`config.mk`:
```
export PLATFORM = sky130hd
export DESIGN_NAME = vedic_mul8_sequencer
export DESIGN_NICKNAME = d
export VERILOG_FILES = /design/src/rtl/vedic_mul8_sequencer.sv
export SDC_FILE = /design/constraint.sdc
export NUM_CORES = 1
export LEC_CHECK = 0
export BUFFER_PORTS_ARGS = -buffer_cell sky130_fd_sc_hd__clkbuf_2
export CORE_MARGIN = 2
export CORE_UTILIZATION = 55
export DETAILED_ROUTE_END_ITERATION = 10
export PLACE_DENSITY = 0.74
export SLEW_MARGIN = 20
export SYNTH_ARGS = -nofsm -noshare
export SYNTH_HDL_FRONTEND = slang
export SYNTH_SLANG_ARGS = --single-unit
export TNS_END_PERCENT = 1
```
`constraint.sdc`:
```
create_clock -name clk -period 10.3 [get_ports clk]
set_input_delay 1.03 -clock clk [delete_from_list [all_inputs] [get_ports clk]]
set_output_delay 1.03 -clock clk [all_outputs]
set_load 0.1 [all_outputs]
```
`src/rtl/vedic_mul8_sequencer.sv`:
```
// Unsigned 8x8 -> 16-bit multiplier that reuses one vedic 4x4 core over four nibble steps.
// Latency: 4 edges from the accept edge to out_valid (5 with MUL_REG=1; 0 extra edges for zero operands under VSEQ_ZERO_SKIP_EN).
// Backpressure: in_ready is low from accept until the product is taken; p and out_valid hold until out_ready.
// Optional feature macro: VSEQ_ZERO_SKIP_EN (zero operand jumps straight to DONE with p=0).

// 4x4 vedic multiplier: four 2x2 crosswise blocks summed at their nibble weights.
// Latency: purely combinational.
// Backpressure: none, no handshake.
module vedic_4x4 (
    input  logic [3:0] a,
    input  logic [3:0] b,
    output logic [7:0] p
);
    // 2x2 vertical-and-crosswise product
    function automatic logic [3:0] v2x2(input logic [1:0] x, input logic [1:0] y);
        logic t1, t2, c, t3;
        t1 = x[1] & y[0];
        t2 = x[0] & y[1];
        c  = t1 & t2;
        t3 = x[1] & y[1];
        return {t3 & c, t3 ^ c, t1 ^ t2, x[0] & y[0]};
    endfunction

    logic [3:0] q0, q1, q2, q3;

    // Combine the four 2x2 partial products at their bit weights
    always_comb begin
        q0 = v2x2(a[1:0], b[1:0]);
        q1 = v2x2(a[3:2], b[1:0]);
        q2 = v2x2(a[1:0], b[3:2]);
        q3 = v2x2(a[3:2], b[3:2]);
        p  = {4'h0, q0} + {2'b00, q1, 2'b00} + {2'b00, q2, 2'b00} + {q3, 4'h0};
    end
endmodule

// Sequencer: steps the shared 4x4 core over (aL,bL),(aH,bL),(aL,bH),(aH,bH) and accumulates.
// Latency: accept edge + 4 MUL edges (+1 FLUSH edge when MUL_REG=1) before out_valid.
// Backpressure: single operand in flight; DONE holds until out_ready, in_valid ignored until IDLE.
module vedic_mul8_sequencer #(
    parameter int MUL_REG = 0
) (
    input  logic        clk,
    input  logic        rst_n,
    input  logic        in_valid,
    output logic        in_ready,
    input  logic [7:0]  a,
    input  logic [7:0]  b,
    output logic        out_valid,
    input  logic        out_ready,
    output logic [15:0] p,
    output logic        busy
);
    typedef enum logic [1:0] {IDLE, MUL, FLUSH, DONE} state_t;

    state_t      state, state_nxt;
    logic [1:0]  step;
    logic [15:0] acc;
    logic [7:0]  op_a, op_b;
    logic [7:0]  prod, prod_q;
    logic [1:0]  nibs, nibs_q;
    logic [3:0]  nib_a, nib_b;
    logic [15:0] addend;
    logic        accept, skip;

    // Place an 8-bit partial product at a nibble offset (0, 1 or 2 nibbles)
    function automatic logic [15:0] place(input logic [7:0] v, input logic [1:0] n);
        return {8'h00, v} << {n, 2'b00};
    endfunction

    // step[0] picks the high nibble of a, step[1] the high nibble of b
    assign nib_a  = step[0] ? op_a[7:4] : op_a[3:0];
    assign nib_b  = step[1] ? op_b[7:4] : op_b[3:0];
    assign nibs   = {1'b0, step[0]} + {1'b0, step[1]};
    assign accept = in_valid && (state == IDLE);

`ifdef VSEQ_ZERO_SKIP_EN
    assign skip = (a == 8'h00) || (b == 8'h00);
`else
    assign skip = 1'b0;
`endif

    vedic_4x4 u_mul (
        .a (nib_a),
        .b (nib_b),
        .p (prod)
    );

    // State register
    always_ff @(posedge clk) begin
        if (!rst_n) state <= IDLE;
        else        state <= state_nxt;
    end

    // Next-state decode
    always_comb begin
        state_nxt = state;
        case (state)
            IDLE:    if (accept) state_nxt = skip ? DONE : MUL;
            MUL:     if (step == 2'd3) state_nxt = (MUL_REG != 0) ? FLUSH : DONE;
            FLUSH:   state_nxt = DONE;
            DONE:    if (out_ready) state_nxt = IDLE;
            default: state_nxt = IDLE;
        endcase
    end

    // Outputs decoded from state; p mirrors the accumulator
    always_comb begin
        in_ready  = (state == IDLE);
        out_valid = (state == DONE);
        busy      = (state != IDLE);
        p         = acc;
    end

    // Addend for this edge: live product, or the previous step's registered product
    always_comb begin
        addend = 16'h0000;
        if (MUL_REG != 0) begin
            if (state == FLUSH || (state == MUL && step != 2'd0))
                addend = place(prod_q, nibs_q);
        end else begin
            if (state == MUL)
                addend = place(prod, nibs);
        end
    end

    // Operand capture, accumulation and step counting
    always_ff @(posedge clk) begin
        if (!rst_n) begin
            op_a   <= 8'h00;
            op_b   <= 8'h00;
            acc    <= 16'h0000;
            step   <= 2'd0;
            prod_q <= 8'h00;
            nibs_q <= 2'd0;
        end else if (accept) begin
            op_a <= a;
            op_b <= b;
            acc  <= 16'h0000;
            step <= 2'd0;
        end else if (state == MUL || state == FLUSH) begin
            acc <= acc + addend;
            if (state == MUL) begin
                step   <= step + 2'd1;
                prod_q <= prod;
                nibs_q <= nibs;
            end
        end
    end
endmodule

```
==> reports/summary.txt, run 1 <==
Ys flop type: dfxtp_1
DIE AREA: 5910 µm²
Reg area: 721 µm²
Syn_nets: 424
Lkg Pwr: 0.00144 µW
CTS tree: built
FILL cells: 459
Crit path capture type: register
Vias in the first global route: 2249
Status: finished clean
Hold Path Origin: op_a[5]
Syn avg cell area: 8.07 µm²
Nets: 455
Hold endpoint: op_a[5]
Max VDD drop: 0.000318 V
Worst-Margin Slew: 0.674 ns
Hold buffers post-CTS: 0
Final setup fails: 0
Share of layout cells above drive strength 1: 14.5%
Most frequent cell after synthesis: nand2_1
GR Overflow Total: 0
Finished Core Util: 63.4%
Non-Filler Instances: 464
FF+latch count, synth: 36
Fin Clk Skew: 0.00789 ns
Rel. slew slack: 55.1%
Row count: 26
Iteration-0 DRC Markers: 100
Synth area leaders: dfxtp_1 (25%), ha_1 (16%), nand2_1 (6.2%), mux2i_1 (5.1%), nor2_1 (5.1%)
Number of library cell types mapped by synthesis: 50
Post-Syn Area: 2920 µm²
Antenna-violating nets left: 0
Pre-Repair DR Iteration Count: 4
Commonest cells post-synth: nand2_1 (48), nor2_1 (40), ha_1 (37)
Initial Util: 57.2%
Critical path's largest stage delay: 0.59 ns
Final wirelength: 6.09 mm
Area of the multi-input gates: 2040 µm²
R2r startpoint: step[0]
Post-route DRC: 0
Area Overhead vs Synth: 10.8%
CP Data Arrival Time: 5.95 ns
Hold Path Depth: 2
Max Clock Freq: 173 MHz
Most used cell, CP: ha_1
PortBufs: 38
Inst Count DP: 456
Post-Synth XOR/XNOR Area: 4.80%
FF-to-FF setup slack: 4.51 ns
Critical path startpoint category: register
Clk Latency, worst-skew pair: 0.30 ns
Worst Path Required: 10.46 ns
I/O pins: 39
Area share of the largest cell type after synthesis: 24.7%
Seq pwr share: 31.0%
PnR Total Power: 592 µW
R2R cell count: 25
Combinational power share: 51.4%
Largest net degree at the start of global routing: 21
Routed wire per std cell: 13.1 µm
DPL Wire Length: 4.68 mm
First-pass GRT wire length: 10.3 mm
Final critical-path required period: 5.79 ns
Synth Instances: 362
Post-synth EDFFs: 0
Mux contribution to synthesized area: 5.53%
Ant. Diodes: 0
RSZ-0062 raised after global routing: no
Power Internal: 289 µW
Initial antenna violation count: 0
Die height: 76.9 µm
Vias per Instance: 5.45
RR Endpoint: p[13]
Worst setup margin: 4.51 ns
CP Class: reg2reg
Vias: 2531
Critical Path Fanout Max: 6
Area leader, netlist: dfxtp_1
Final Hold Fails: 0
Clk pwr share: 17.6%
Max-slew violations: 0
Largest family of logic cells by synthesized area: simple AND/OR/NAND/NOR gates
Dpl ws: 4.56 ns
Hold Crit Class: reg2reg
Core area: 5110 µm²
Post-CTS Setup Bufs: 0
Gpl congestion: 0.895
CTS root buf: clkbuf_8
Synth Warn #: 0
Switching power: 303 µW
Final setup TNS: 0 ns
Clock buffer depth: 2
Period utilization: 56.3%
Die X: 76.9 µm
Post_cts resized: 0
Worst path slowest cell: fa_1
Max Cap Violations: 0
CTS Buf Count: 5
Sw Share: 51.1%
Adder-cell share of the synthesized area: 19.3%
Clock Sinks: 36
Compound-Gate Fraction of Synth Area: 20.1%
Post-synthesis sequential area ratio: 24.7%
PD cells: 183 nW/µm²
CTS HTree Levels: 2
Post-synth ARST share: 0%
Synth Area in Simple Gates: 20.2%
GRT Util Overall: 21.4%
Reg clk slew, reported paths: 0.08 ns
## cell type report
| type | count | area share, % |
|---|---|---|
| Clock inverter | 3 | 0.734 |
| Multi-Input combinational cell | 284 | 63.0 |
| Inverter | 28 | 3.25 |
| Clock buffer | 5 | 2.13 |
| Timing Repair Buffer | 38 | 5.88 |
| Sequential cell | 36 | 22.3 |
| Tap cell | 70 | 2.71 |
## worst max-delay path: cells and delay by family (launching register included)
family / cells / cell delay (ns)
buffers and inverters: 2 / 0.12
and+or+nand+nor: 4 / 0.34
DFF: 1 / 0.52
xor gates and xnor gates: 3 / 0.52
muxes: 1 / 0.37
adders and majority gates: 7 / 2.26
AOI/OAI and AO/OA: 8 / 1.53
## flip-flops by register name, summed over array words and instances, names as in the netlist
signal	flops
p	16
step	2
op_a	8
state	2
op_b	8
## placed cells by master (no fill, tap or decap), types with 10 or more instances in the layout
cell and count:
nand2_1 48, nor2_1 40, clkbuf_2 38, ha_1 37
dfxtp_1 36, inv_1 28, a21boi_0 16, mux2i_1 15
o21ai_0 15, a21oi_1 13, xnor2_1 12, nand3_1 10
## power groups by stage
stage / Clock [µW] / Combinational [µW] / Sequential (µW)
floorplan: 0 / 226 / 209
global placement: 0 / 299 / 185
detailed placement: 0 / 300 / 187
CTS: 108 / 303 / 183
global route: 113 / 332 / 187
finish: 104 / 304 / 184
## through the flow
stage,cell area (µm²),hold slack [ns]
2_1_floorplan,2920,0.443
3_3_place_gp,3140,0.453
3_5_place_dp,3140,0.456
4_1_cts,3240,0.475
5_1_grt,3240,0.493
6_report,3240,0.472
## cells by family after synthesis
group | count (synthesis)
buf+inv | 42
compound gates | 80
flops | 36
simple gates | 130
mux | 16
fa+ha+maj | 42
xor+xnor | 16
## worst max path at each step
stage | cells past startpoint | to | from | slack (ns)
after floorplan | 26 | p[13] | step[0] | 4.87
after detailed placement | 25 | p[13] | step[0] | 4.56
after global routing | 25 | p[15] | step[0] | 3.98
after global placement | 25 | p[13] | step[0] | 4.69
final | 25 | p[13] | step[0] | 4.51
after CTS | 25 | p[13] | step[0] | 4.51
## routing by layer
layer | vias up | share of wire (%) | track usage [%]
li1 | 1314 | - | -
met1 | 1152 | 51 | 32.0
met2 | 58 | 43 | 31.3
met3 | 7 | 4.3 | 3.65
met4 | 0 | 1.5 | 6.55
met5 | - | 0 | 0
(Power assumes the default switching activity.)
==> run 2: changes to the inputs <==
--- a/config.mk
+++ b/config.mk
@@ -7,7 +7,7 @@
 export LEC_CHECK = 0
 export BUFFER_PORTS_ARGS = -buffer_cell sky130_fd_sc_hd__clkbuf_2
 export CORE_MARGIN = 2
-export CORE_UTILIZATION = 55
+export CORE_UTILIZATION = 53
 export DETAILED_ROUTE_END_ITERATION = 10
 export PLACE_DENSITY = 0.74
 export SLEW_MARGIN = 20
==> constraint.sdc (replaced) <==
create_clock -name clk -period 5 [get_ports clk]
set_input_delay 0.5 -clock clk [delete_from_list [all_inputs] [get_ports clk]]
set_output_delay 0.5 -clock clk [all_outputs]
set_load 0.1 [all_outputs]
==> reports/summary.txt, run 2 (same netlist as run 1, synthesis figures left out) <==
Worst setup margin: -0.403 ns (-4.91 ns)
Max VDD drop: 0.000635 V (+99%)
Final setup fails: 8 (+8)
Ant. Diodes: 0 (unchanged)
DPL Wire Length: 5.29 mm (+13%)
RSZ-0062 raised after global routing: yes
Hold buffers post-CTS: 0 (unchanged)
Clock buffer depth: 2 (unchanged)
Reg clk slew, reported paths: 0.08 ns (about the same)
Row count: 27 (+3.8%)
GRT Util Overall: 24.8% (+3.4 points)
PD cells: 349 nW/µm² (+91%)
Lkg Pwr: 0.00164 µW (+14%)
Vias in the first global route: 2624 (+17%)
R2R cell count: 21 (-16%)
Hold endpoint: op_b[6]
GR Overflow Total: 0 (unchanged)
Critical path's top delay family: adder cells
Area Overhead vs Synth: 32.9%
Initial Util: 54.0% (-3.2 points)
Final wirelength: 8.24 mm (+35%)
Hold Crit Class: in2reg
Post-route cell area: 3880 µm² (+20%)
Vias per Instance: 5.70 (+4.4%)
Max-slew violations: 0 (unchanged)
Critical path's largest stage delay: 0.55 ns (-0.04 ns)
Largest net degree at the start of global routing: 21 (unchanged)
Routed wire per std cell: 16.3 µm (+24%)
Die height: 78.2 µm (+1.8%)
Core area: 5410 µm² (+5.8%)
Final Hold Fails: 0 (unchanged)
Finished Core Util: 71.8% (+8.4 points)
CP Data Arrival Time: 5.57 ns (-0.38 ns)
Nets: 494 (+8.6%)
CP Buf/Inv Count: 2 (unchanged)
Area of the multi-input gates: 2380 µm² (+17%)
Most used cell, CP: ha_4
Commonest cells after routing, fill and taps aside: nand2_1 (48), clkbuf_2 (38), buf_4 (38)
Share of layout cells above drive strength 1: 33.3% (+19 points)
CTS root buf: clkbuf_8
Dpl ws: -0.430 ns (-4.99 ns)
Worst-Margin Slew: 0.627 ns (-0.0471 ns)
Initial antenna violation count: 0 (unchanged)
Crit path capture type: register
Die X: 78.2 µm (+1.8%)
Iteration-0 DRC Markers: 118 (+18%)
Crit-path cells: mux2i_2 > nor2_2 > ha_2 > ha_4 > ha_4 > inv_2 > fa_2 > xor2_2 > fa_1 > fa_2 > inv_2 > a21oi_4 > or4_4 > a31oi_4 > ha_4 > a211o_1 > o32ai_4 > o31ai_4 > o31ai_2 > xor2_1 > o22ai_1
Worst path slowest cell: or4_4
Max Clock Freq: 185 MHz (+7.2%)
Commonest non-fill, non-tap cell in the layout: nand2_1
Max FFs per register: 16 (unchanged)
FILL cells: 412 (-10%)
Hold Path Origin: b[6]
CP Class: reg2reg
FF-to-FF setup slack: -0.40 ns (-4.91 ns)
Worst Path Required: 5.17 ns (-5.29 ns)
Gpl congestion: 0.877 (-2.1%)
Clock Sinks: 36 (unchanged)
RR Endpoint: p[14]
CTS Buf Count: 5 (unchanged)
Critical Path Fanout Max: 4 (-2)
Vias: 2877 (+14%)
Rel. slew slack: 58.2% (+3.1 points)
Failing checks: negative setup slack
Hold Path Depth: 3 (+1)
Antenna-violating nets left: 0 (unchanged)
PortBufs: 38 (unchanged)
PnR Total Power: 1350 µW (+130%)
Period utilization: 108% (+52 points)
Final critical-path required period: 5.40 ns (-0.391 ns)
Status: complete, but fails checks
First-pass GRT wire length: 12.2 mm (+18%)
WHS: 0.417 ns (-0.0548 ns)
Pre-Repair DR Iteration Count: 5 (+1)
Reg area: 728 µm² (+1.0%)
CTS tree: built
Clk Latency, worst-skew pair: 0.31 ns (about the same)
DIE AREA: 6120 µm² (+3.6%)
Critical path startpoint category: register
CTS HTree Levels: 2 (unchanged)
Post-route DRC: 0 (unchanged)
Fin Clk Skew: 0.00934 ns (+0.00145 ns)
I/O pins: 39 (unchanged)
Area post-placement: 3430 µm² (+9.2%)
R2r startpoint: step[0]
Max Cap Violations: 0 (unchanged)
-- run 2: changes by cell type in the layout (fill, tap and decap cells not counted), sizes merged --
cell / change
buf: +39
-- run 2: how the worst max path moves through the flow --
stage / from / endpoint / slack [ns] / cells after the start
after floorplan: step[0] / p[14] / -0.03 / 25
after global placement: step[0] / p[15] / -0.20 / 25
after detailed placement: step[0] / p[15] / -0.43 / 25
after CTS: step[0] / p[14] / -0.15 / 24
after global routing: step[0] / p[14] / -0.57 / 21
final: step[0] / p[14] / -0.40 / 21
-- run 2: report_power, final --
group	leakage, µW	total (µW)	switching, µW	internal (µW)
Sequential	0.000295	385	49.1	336
Combinational	0.00130	745	519	226
Clock	0.0000404	225	126	98.8
Total	0.00164	1350	694	661
-- run 2: worst reg2reg max path: stages (launching register included) --
cell	delay (ns)
dfxtp_4	0.40
mux2i_2	0.26
nor2_2	0.07
ha_2	0.21
ha_4	0.28
ha_4	0.14
inv_2	0.04
fa_2	0.37
xor2_2	0.16
fa_1	0.51
fa_2	0.38
inv_2	0.09
a21oi_4	0.06
or4_4	0.55
a31oi_4	0.23
ha_4	0.24
a211o_1	0.33
o32ai_4	0.36
o31ai_4	0.12
o31ai_2	0.25
xor2_1	0.16
o22ai_1	0.08
-- run 2: timing repair --
item	CTS	global route
gates cloned	0	0
pin swaps	6	24
endpoints found under the setup margin	9	10
setup buffers	2	5
resized for setup	16	42
-- run 2: area by class of cell --
type                    count  area share, %
clock buffers               5           1.77
clock inverters             3          0.613
inverters                  28           2.71
multi-input cells         284           61.3
flip-flops and latches     36           18.8
well taps                  72           2.32
repair buffers             77           12.5
-- run 2: per-stage QoR --
stage                     cells  setup TNS (ns)
after floorplan             362         -0.0651
after global placement      490          -0.888
after detailed placement    490           -2.45
after CTS                   500          -0.459
after global routing        505           -3.41
final                       505           -1.74
-- run 2: layer usage --
metal  wire, µm  GRT usage [%]
met5          0              0
met4        197           8.07
met3        382           4.25
met2       4060           42.6
met1       3600           31.8
==> run 3: changes to the inputs <==
--- a/config.mk
+++ b/config.mk
@@ -10,6 +10,7 @@
 export CORE_UTILIZATION = 53
 export DETAILED_ROUTE_END_ITERATION = 10
 export PLACE_DENSITY = 0.74
+export REMOVE_ABC_BUFFERS = 1
 export SLEW_MARGIN = 20
 export SYNTH_ARGS = -nofsm -noshare
 export SYNTH_HDL_FRONTEND = slang
==> reports/summary.txt, run 3 (same netlist as run 1, synthesis figures left out) <==
Status: complete, but fails checks
Failing checks: negative setup slack
Clk Latency, worst-skew pair: 0.31 ns (about the same)
DIE AREA: 6120 µm² (unchanged)
Commonest cells after routing, fill and taps aside: nand2_1 (48), nor2_1 (39), clkbuf_2 (38), buf_4 (38), dfxtp_1 (34)
Die height: 78.2 µm (unchanged)
Vias: 2796 (-2.8%)
Iteration-0 DRC Markers: 160 (+36%)
FILL cells: 393 (-4.6%)
First-pass GRT wire length: 11.4 mm (-6.1%)
Largest net degree at the start of global routing: 21 (unchanged)
Share of layout cells above drive strength 1: 31.0% (-2.2 points)
Ant. Diodes: 0 (unchanged)
Max Cap Violations: 0 (unchanged)
Crit-path cells: mux2i_2 > nor2_1 > ha_2 > ha_4 > ha_4 > inv_2 > fa_2 > xor2_2 > fa_1 > fa_2 > inv_2 > a21oi_4 > or4_4 > a31oi_4 > ha_4 > a211o_1 > o32ai_4 > o31ai_4 > o31ai_2 > xor2_1 > o22ai_1
Inst Count DP: 487 (-0.61%)
Hold buffers post-CTS: 0 (unchanged)
DR WL met2: 3.68 mm (-9.5%)
Worst-Margin Slew: 0.649 ns (+0.0219 ns)
Critical path startpoint category: register
Crit path capture type: register
GRT Util Overall: 23.5% (-1.3 points)
Period utilization: 108% (-0.39 points)
Initial antenna violation count: 0 (unchanged)
Fin Clk Skew: 0.0109 ns (+0.00161 ns)
CTS tree: built
Hold Crit Class: in2reg
Routed wire per std cell: 15.5 µm (-5.3%)
Critical path's largest stage delay: 0.53 ns (-0.02 ns)
Post-route cell area: 3840 µm² (-0.93%)
Hold Path Depth: 3 (unchanged)
PortBufs: 38 (unchanged)
Rel. slew slack: 56.5% (-1.7 points)
Post-Route M1 WL: 3.63 mm (+0.69%)
Max Clock Freq: 186 MHz (+0.36%)
R2R cell count: 21 (unchanged)
Worst setup margin: -0.384 ns (+0.0193 ns)
RSZ-0062 raised after global routing: yes
Clock Sinks: 36 (unchanged)
CTS root buf: clkbuf_8
CP Data Arrival Time: 5.57 ns (about the same)
Vias per Instance: 5.55 (-2.6%)
Lkg Pwr: 0.00166 µW (+1.2%)
Max VDD drop: 0.000828 V (+30%)
Nets: 493 (-0.20%)
Row count: 27 (unchanged)
WHS: 0.416 ns (-0.000600 ns)
Die X: 78.2 µm (unchanged)
Top Metal Used: met4
Worst path slowest cell: or4_4
Final setup fails: 9 (+1)
Gpl congestion: 0.940 (+7.2%)
PD cells: 381 nW/µm² (+9.2%)
Final critical-path required period: 5.38 ns (-0.0193 ns)
Met3 Routed Length: 351 µm (-8.1%)
Max-slew violations: 0 (unchanged)
Area post-placement: 3360 µm² (-2.0%)
GR Overflow Total: 0 (unchanged)
Area Overhead vs Synth: 31.7%
I/O pins: 39 (unchanged)
Max FFs per register: 16 (unchanged)
Antenna-violating nets left: 0 (unchanged)
Core area: 5410 µm² (unchanged)
Worst Path Required: 5.19 ns (+0.02 ns)
Non-Filler Instances: 504 (-0.20%)
Vias in the first global route: 2479 (-5.5%)
Commonest non-fill, non-tap cell in the layout: nand2_1
Reg clk slew, reported paths: 0.09 ns (about the same)
CTS HTree Levels: 2 (unchanged)
Critical Path Fanout Max: 4 (unchanged)
Initial Util: 54.0% (unchanged)
Final wirelength: 7.79 mm (-5.4%)
CP Class: reg2reg
Pre-Repair DR Iteration Count: 4 (-1)
Final Hold Fails: 0 (unchanged)
Most used cell, CP: ha_4
Post-route DRC: 0 (unchanged)
DPL Wire Length: 5.08 mm (-3.9%)
Clock buffer depth: 2 (unchanged)
CTS Buf Count: 5 (unchanged)
run 3: area by class of cell:
| cell class | instances | area (µm²) | share of cell area [%] |
|---|---|---|---|
| clock inverter | 3 | 90.1 | 2.34 |
| clock buffer | 5 | 68.8 | 1.79 |
| sequential | 36 | 728 | 18.9 |
| timing repair buffer | 76 | 475 | 12.4 |
| multi-input combinational | 284 | 2290 | 59.5 |
| tap | 72 | 90.1 | 2.34 |
| inverter | 28 | 105 | 2.73 |
run 3: per-layer routing:
metal / GRT usage (%) / vias to the layer above
met1: 31.4 / 1320
li1: - / 1381
met4: 6.84 / 0
met5: 0 / -
met2: 39.5 / 82
met3: 3.56 / 13
run 3: what timing repair did:
| item | CTS | global route |
|---|---|---|
| setup endpoints to repair | 9 | 9 |
| pin swaps | 10 | 22 |
| buffers inserted | 5 | 4 |
| endpoints found under the hold margin | 0 | 0 |
| resized for setup | 21 | 34 |
run 3: worst max-delay path: cells and delay by family (launching register included):
family / cells / cell delay [ns]
AOI/OAI and AO/OA: 7 / 1.38
xor gates and xnor gates: 2 / 0.34
adders and majority gates: 7 / 2.15
buffers and inverters: 2 / 0.12
DFF: 1 / 0.39
muxes: 1 / 0.25
and+or+nand+nor: 2 / 0.62
run 3: final timing paths:
path / slack (ns) / to / start
min reg2reg: 0.47 / op_b[4] / op_b[4]
max reg2reg: -0.38 / p[14] / step[0]
min: 0.42 / op_b[0] / b[0]
max: -0.38 / p[14] / step[0]
run 3: through the flow:
stage               power [µW]  utilization [%]  TNS [ns]  setup WS, ns
global placement          1030             62.2     -1.39        -0.293
detailed placement        1040             62.2     -3.11        -0.564
CTS                       1420             67.1    -0.582        -0.202
global route              1530             71.1     -3.83        -0.559
floorplan                  874                -     -1.25        -0.313
finish                    1470             71.1     -2.10        -0.384
run 3: power by group:
group | switching [µW] | leakage [µW] | internal, µW
registers | 42.4 | 0.000295 | 336
logic | 500 | 0.00128 | 213
clock network | 125 | 0.0000784 | 250
